<file path="config.mk">
export PLATFORM = sky130hd
export DESIGN_NAME = rwl_bitserial_drv
export DESIGN_NICKNAME = d
export VERILOG_FILES = /design/src/rtl/rwl_bitserial_drv.sv
export SDC_FILE = /design/constraint.sdc
export NUM_CORES = 1
export LEC_CHECK = 0
export ABC_AREA = 0
export CAP_MARGIN = 10
export CORE_ASPECT_RATIO = 1.2
export CORE_UTILIZATION = 50
export DETAILED_ROUTE_END_ITERATION = 8
export GPL_TIMING_DRIVEN = 0
export PLACE_DENSITY = 0.88
export RECOVER_POWER = 100
export SLEW_MARGIN = 5
export SYNTH_ARGS = -nofsm -noshare
export SYNTH_HDL_FRONTEND = slang
export SYNTH_SLANG_ARGS = --single-unit
</file>
<file path="constraint.sdc">
create_clock -name clk -period 2.8 [get_ports clk]
set_input_delay 0.56 -clock clk [delete_from_list [all_inputs] [get_ports clk]]
set_output_delay 0.56 -clock clk [all_outputs]
set_load 0.03 [all_outputs]
</file>
<file path="src/rtl/rwl_bitserial_drv.sv">
// rwl_bitserial_drv: bit-serial read-wordline driver, one masked activation bit-plane per cycle, LSB first.
// Optional RWL_ZERO_SKIP_EN skips all-zero planes except the final plane.
module rwl_bitserial_drv #(
  parameter int ROWS = 64,
  parameter int IN_W = 4
) (
  input  logic                 clk,
  input  logic                 rst_n,
  input  logic                 in_valid,
  output logic                 in_ready,
  input  logic [ROWS*IN_W-1:0] xin,
  input  logic [ROWS-1:0]      row_en,
  output logic [ROWS-1:0]      rwlb,
  output logic                 bit_valid,
  output logic [$clog2(IN_W)-1:0] bit_idx,
  output logic                 bit_last,
  input  logic                 out_ready,
  output logic                 busy
);
  localparam int IDX_W = $clog2(IN_W);
  typedef enum logic {IDLE, DRIVE} state_t;
  state_t              state_q, state_d;
  logic [ROWS*IN_W-1:0] xin_q, xin_d;
  logic [ROWS-1:0]      en_q, en_d, rwlb_q, rwlb_d;
  logic [IDX_W-1:0]     idx_q, idx_d, cap_idx, adv_idx;
  logic                 last_q, last_d;
  function automatic logic [ROWS-1:0] plane(input logic [ROWS*IN_W-1:0] x, input logic [ROWS-1:0] en, input int b);
    for (int r = 0; r < ROWS; r++) plane[r] = en[r] & x[r*IN_W+b];
  endfunction
`ifdef RWL_ZERO_SKIP_EN
  // First non-zero plane at or after s; the final plane is always a candidate so bit_last is never skipped.
  function automatic logic [IDX_W-1:0] nxt(input logic [ROWS*IN_W-1:0] x, input logic [ROWS-1:0] en, input int s);
    nxt = IDX_W'(IN_W-1);
    for (int i = IN_W-2; i >= 0; i--) if (i >= s && (|plane(x, en, i))) nxt = IDX_W'(i);
  endfunction
  assign cap_idx = nxt(xin, row_en, 0);
  assign adv_idx = nxt(xin_q, en_q, int'(idx_q) + 1);
`else
  assign cap_idx = '0;
  assign adv_idx = idx_q + 1'b1;
`endif
  always_comb begin
    state_d = state_q;
    xin_d   = xin_q;
    en_d    = en_q;
    idx_d   = idx_q;
    rwlb_d  = rwlb_q;
    last_d  = last_q;
    if (state_q == IDLE && in_valid) begin
      state_d = DRIVE;
      xin_d   = xin;
      en_d    = row_en;
      idx_d   = cap_idx;
      rwlb_d  = plane(xin, row_en, int'(cap_idx));
      last_d  = cap_idx == IDX_W'(IN_W-1);
    end else if (state_q == DRIVE && out_ready) begin
      state_d = last_q ? IDLE : DRIVE;
      idx_d   = last_q ? '0 : adv_idx;
      rwlb_d  = last_q ? '0 : plane(xin_q, en_q, int'(adv_idx));
      last_d  = !last_q && adv_idx == IDX_W'(IN_W-1);
    end
  end
  always_ff @(posedge clk or negedge rst_n) begin
    if (!rst_n) begin
      state_q <= IDLE;
      xin_q   <= '0;
      en_q    <= '0;
      idx_q   <= '0;
      rwlb_q  <= '0;
      last_q  <= 1'b0;
    end else begin
      state_q <= state_d;
      xin_q   <= xin_d;
      en_q    <= en_d;
      idx_q   <= idx_d;
      rwlb_q  <= rwlb_d;
      last_q  <= last_d;
    end
  end
  assign in_ready  = state_q == IDLE;
  assign busy      = state_q == DRIVE;
  assign bit_valid = state_q == DRIVE;
  assign rwlb      = rwlb_q;
  assign bit_idx   = idx_q;
  assign bit_last  = last_q;
endmodule

</file>
## Yosys cells after proc, flatten, opt, wreduce, memory -nomap -nowiden

Index checks and enable logic that the tools add are counted.

| operators by class | value |
|---|---|
| equal/unequal tests | 1 |
| bitwise gates (word level) | 129 |
| magnitude comparators | 64 |
| add/subtract/negate cells | 64 |
| mux-type cells | 202 |
| reduce and logical (&&, ||, !) cells | 5 |

Operators with widths:

| operator | count |
|---|---|
| 32-bit by 10-bit less-than comparator with 1-bit output, second input constant | 38 |
| 1-bit binary-select mux with 8-bit select | 63 |
| 8-bit by 2-bit adder with 9-bit output, first input constant | 32 |
| 64-bit 2-to-1 mux | 3 |
| 1-bit 2-to-1 mux | 132 |
| 7-bit by 2-bit adder with 8-bit output, first input constant | 16 |
| 1-bit bitwise AND | 128 |
| 8-bit by 9-bit less-than comparator with 1-bit output, second input constant | 10 |
| 7-bit by 9-bit less-than comparator with 1-bit output, second input constant | 8 |
| 6-bit by 2-bit adder with 7-bit output, first input constant | 8 |
| 6-bit by 9-bit less-than comparator with 1-bit output, second input constant | 4 |
| 5-bit by 2-bit adder with 6-bit output, first input constant | 4 |
| 5-bit by 9-bit less-than comparator with 1-bit output, second input constant | 2 |
| 4-bit by 2-bit adder with 5-bit output, first input constant | 2 |
| 2-bit by 9-bit less-than comparator with 1-bit output, second input constant | 1 |
| 4-bit by 9-bit less-than comparator with 1-bit output, second input constant | 1 |
| 2-bit 2-to-1 mux | 3 |
| 3-bit by 2-bit adder with 4-bit output, first input constant | 1 |
| 1-bit logical AND | 3 |
| 2-bit by 1-bit adder with 2-bit output, second input constant | 1 |
| 1-bit binary-select mux with 2-bit select | 1 |
| 2-bit equality test, second input constant | 1 |
| 2-bit nonzero test | 1 |
| 1-bit logical NOT | 1 |
| 1-bit NOT | 1 |

| storage, ports and cells | value |
|---|---|
| register bits | 388 |
| output and inout port bits | 70 |
| word-level logic and storage cells | 471 |

## Depth between registers and ports, before layout

| depth | value |
|---|---|
| depth after elaboration | 9 |
| gate-level depth with buffers | 10 |
| depth with buffers taken out | 5 |

## Worst setup path before layout

Ideal clock, no wire load.

| timing | value |
|---|---|
| path kind | register to register |
| start | register idx_q[0] (netlist: bit_idx[0]) |
| end | register rwlb_q[25] (netlist: rwlb[25]) |
| library setup time | 0.121 ns |
| path slack | 0.462 ns |
| clock period less this slack | 2.338 ns |
| arrival | 2.217 ns |
| buffers on the path | 5 |
| stages on the path, launching flop included | 11 |
| cells stage by stage | dfrtp_1 > buf_2 > buf_6 > buf_4 > inv_1 > ha_1 > buf_2 > clkbuf_1 > a211o_1 > a41oi_1 > nor2_1 |

| on the way | value |
|---|---|
| longest elaborated chain between the ends | 9 |

RTL lines:

| item | line | RTL |
|---|---|---|
| from (decl) | 25 | `logic [IDX_W-1:0] idx_q, idx_d, cap_idx, adv_idx;` |
| from (signal assigned) | 75 | `idx_q <= idx_d;` |
| 2-bit by 1-bit adder with 2-bit output | 40 | `assign adv_idx = idx_q + 1'b1;` |
| 7-bit by 2-bit adder with 8-bit output | 28 | `for (int r = 0; r < ROWS; r++) plane[r] = en[r] & x[r*IN_W+b];` |
| 1-bit binary-select mux with 8-bit select | 28 |  |
| 1-bit 2-to-1 mux (implied by the code) (2 in a row) | 28 |  |
| 1-bit bitwise AND | 28 |  |
| 64-bit 2-to-1 mux | 59 | `rwlb_d = last_q ? '0 : plane(xin_q, en_q, int'(adv_idx));` |
| 64-bit 2-to-1 mux | 56 | `end else if (state_q == DRIVE && out_ready) begin` |
| 64-bit 2-to-1 mux | 49 | `if (state_q == IDLE && in_valid) begin` |
| to (signal assigned) | 76 | `rwlb_q <= rwlb_d;` |
| to (decl) | 24 | `logic [ROWS-1:0] en_q, en_d, rwlb_q, rwlb_d;` |

Every way passes these cells. The select of a mux whose other input is x is not followed.
A chain may end at the register's enable or synchronous reset.

## Worst setup path after layout

| timing | value |
|---|---|
| start | register idx_q[0] (netlist: bit_idx[0]) |
| end | register rwlb_q[40] (netlist: rwlb[40]) |

| on the way | value |
|---|---|
| longest elaborated chain between the ends | 9 |

RTL lines:

| item | line |
|---|---|
| 2-bit by 1-bit adder with 2-bit output | 40 |
| 8-bit by 2-bit adder with 9-bit output | 28 |
| 1-bit binary-select mux with 8-bit select | 28 |
| 1-bit 2-to-1 mux (implied by the code) (2 in a row) | 28 |
| 1-bit bitwise AND | 28 |
| 64-bit 2-to-1 mux | 59 |
| 64-bit 2-to-1 mux | 56 |
| 64-bit 2-to-1 mux | 49 |

Every way passes these cells. The select of a mux whose other input is x is not followed.

==> run_results.csv <==
group,metric,value,unit
detailed_routing,wl_met2,27700,um
min_path,worstHoldPathType,"in2async",
worst_setup_path,required,3210,ps
timing,rsz0062_at_grt,"false",
cells_and_area,area_growth,32.6,%
timing,tightest_slew,1620,ps
die,die_area,35800,um2
detailed_routing,drt-met1-wl,20600,um
worst_setup_path,critPathLaunchType,"flop",
power,totalPowerFinal,27.7,mW
yosys,synth_edf_count,0,
cells_and_area,n_fill_cell,2392,
power,powerDensity,1190,nW/um2
global_route,antenna_found_initial,12,
worst_setup_path,crit_slowest_cell,"dfrtp_2",
timing,min_period,2630,ps
yosys,synth_cell_type_count,24,
yosys,synth-main-ff-cell,"dfrtp_1",
timing,setup_tns,0,ps
placed_design,dp_hpwl,38200,um
cells_and_area,nNetsFinal,2131,
worst_setup_path,critPathArrivalTime,3040,ps
cells_and_area,stdcell_count,2302,
die,num_rows,74,
global_route,grt_pass1_vias,14800,
yosys,synth_cells,1369,
detailed_routing,wire_per_inst,23.8,um
clock_tree,clk_latency,550,ps
worst_setup_path,path_common_cell,"buf_4",
timing,setup_slack,169,ps
worst_setup_path,crit_family,"buffers and inverters",
detailed_routing,postRouteAntennaNets,0,
die,ios,394,
timing,slew_violations,119,
timing,fin_crit_sh,0.940,
power,ir_worst_vdd,0.000684,V
worst_setup_path,cp-end-kind,"flop",
cells_and_area,design_area,23200,um2
global_route,grt_max_degree,119,
clock_tree,clk_pin_slew,60,ps
worst_setup_path,critPathKind,"reg2reg",
detailed_routing,totalWireLength,54700,um
placed_design,place_area,22100,um2
die,coreArea,34300,um2
timing,hold_viol_final,0,
clock_tree,postCtsSetupBuffers,0,
detailed_routing,drt_iter0_markers,1046,
flow_run,drv_cap,1,
worst_setup_path,critPathBufInv,5,
detailed_routing,drtPass1Iterations,5,
detailed_routing,highest_layer,"met5",
worst_setup_path,crit_chain,"buf_4 -> buf_6 -> inv_1 -> ha_1 -> buf_4 -> clkbuf_2 -> a211o_1 -> a41oi_1 -> nor2_1",
die,start_util,0.512,
placed_design,dp_slack,-441,ps
timing,fmax,380,MHz
timing,skew,19.2,ps
global_route,grt_pass1_wl,84400,um
yosys,synth-seq-cells,388,
yosys,syn-mean-instance-area,12.8,um2
clock_tree,cts_root_buffer,"clkbuf_16",
power,power.leakage,9.95,nW
die,die_y,207,um
yosys,yosysWarnings,0,
yosys,synth_seq_area_share,0.554,
clock_tree,cts_made_buffers,40,
clock_tree,cts.path.max_buffers,3,
clock_tree,cts.sinks,388,
global_route,grt_use_total,0.306,
timing,relSlewSlack,-0.0791,
clock_tree,cts_tree,"built",
global_route,grt_overflow_total,0,
die,chipWidth,173,um
detailed_routing,drc_errors,0,
outcome,outcome,"finished, violations left",
detailed_routing,wl_met3,3690,um
clock_tree,htree_num_levels,2,
yosys,synth_fp_nets,1694,
placed_design,dpl.cell_count,2221,
cells_and_area,layout-drive-gt1-share,0.265,
yosys,syn_area,17500,um2
detailed_routing,drt-vias-per-instance,5.83,
worst_setup_path,cpPeakStageDelay,440,ps
worst_setup_path,critical_path_peak_fanout,19,
yosys,async_flop_share,1.00,
placed_design,gp_congestion,0.877,
placed_design,numPortBuffers,393,
detailed_routing,vias,13400,
timing,setup_viol,0,
outcome,violations,"max-capacitance violations, max-slew violations",
==> flip-flops by register name (all words and copies together) (netlist names) <==
| name | cells |
|---|---|
| bit_valid | 1 |
| bit_idx | 2 |
| rwlb | 64 |
| bit_last | 1 |
| xin_q | 256 |
| en_q | 64 |
==> area by class of cell <==
type                       instances  area [um2]  area share
timing repair buffer             396        3980       0.171
clock inverter                     6        65.1     0.00280
sequential                       388        9710       0.418
buffer                            96         524      0.0226
multi-input combinational        882        7130       0.307
tap                              456         571      0.0245
antenna                           11        27.5     0.00118
inverter                           2        7.51    0.000323
clock buffer                      65        1230      0.0528
==> power breakdown <==
part	total, mW	switching [mW]	internal (mW)
Sequential	10.1	1.60	8.49
Clock	5.29	2.20	3.08
Combinational	12.3	6.59	5.75
Total	27.7	10.4	17.3
==> cells in the final DEF, fill, tap and decap left out, types with 4 or more instances in the layout <==
cell type / count
a21oi_1: 64
diode_2: 11
a41oi_1: 32
buf_6: 4
nand2_1: 131
clkbuf_16: 41
buf_2: 24
nor2_1: 99
a31oi_1: 33
clkbuf_1: 38
a211o_1: 32
clkdlybuf4s50_1: 322
clkbuf_8: 11
nor2b_1: 32
o32ai_1: 32
dfrtp_1: 387
buf_4: 20
dlygate4sd3_1: 70
clkbuf_2: 23
mux2i_1: 67
mux2_2: 350
==> worst register-to-register path, stage by stage (launching register included) <==
cell	delay [ps]
dfrtp_2	440
buf_4	230
buf_6	280
inv_1	90
ha_1	350
buf_4	210
clkbuf_2	290
a211o_1	290
a41oi_1	250
nor2_1	80
==> path summary, 6_finish.rpt <==
path                                         from                      to  slack [ps]  cells after the start
setup / recovery           bit_idx[0]$_DFFE_PN0P_    rwlb[40]$_DFFE_PN0P_         170                      9
hold / removal                              rst_n   xin_q[13]$_DFFE_PN0P_          40                      1
setup reg to reg           bit_idx[0]$_DFFE_PN0P_    rwlb[40]$_DFFE_PN0P_         170                      9
hold reg to reg            xin_q[131]$_DFFE_PN0P_  xin_q[131]$_DFFE_PN0P_         500                      1
max in group asynchronous                   rst_n    rwlb[29]$_DFFE_PN0P_         600                      2
min in group clk           xin_q[131]$_DFFE_PN0P_  xin_q[131]$_DFFE_PN0P_         500                      1
==> cells by family after synthesis <==
family,synth area share
fa+ha+maj,0.000714
compound gates,0.0791
buf+inv,0.0391
flops,0.554
simple gates,0.0625
mux,0.264
==> what timing repair did <==
item                       CTS  global route
hold buffers                 0             0
setup endpoints to repair   58            29
gates resized for setup     19             1
pin swaps                    0             0
==> per-layer routing <==
metal / GRT usage / vias up
met1: 0.363 / 6849
met2: 0.525 / 620
met5: 0 / -
met3: 0.0609 / 154
met4: 0.161 / 2
li1: - / 5807
==> through the flow <==
step,util,hold WS (ps)
2_1_floorplan,-,264
3_3_place_gp,0.643,482
3_5_place_dp,0.646,488
4_1_cts,0.684,75.2
5_1_grt,0.678,82.7
6_report,0.678,38.1
==> Yosys cell counts (all sizes together) (2+ instances only) <==
cell type	number	area share
a211o	32	0.016
a21oi	64	0.018
a31oi	33	0.012
a41oi	32	0.016
buf	88	0.037
clkbuf	9	0.0019
dfrtp	388	0.55
inv	2	0.00043
mux2	352	0.23
mux2i	67	0.038
nand2	131	0.028
nor2	100	0.022
nor2b	33	0.012
o21ai	2	0.00057
o32ai	32	0.016
(Power assumes the default switching activity.)
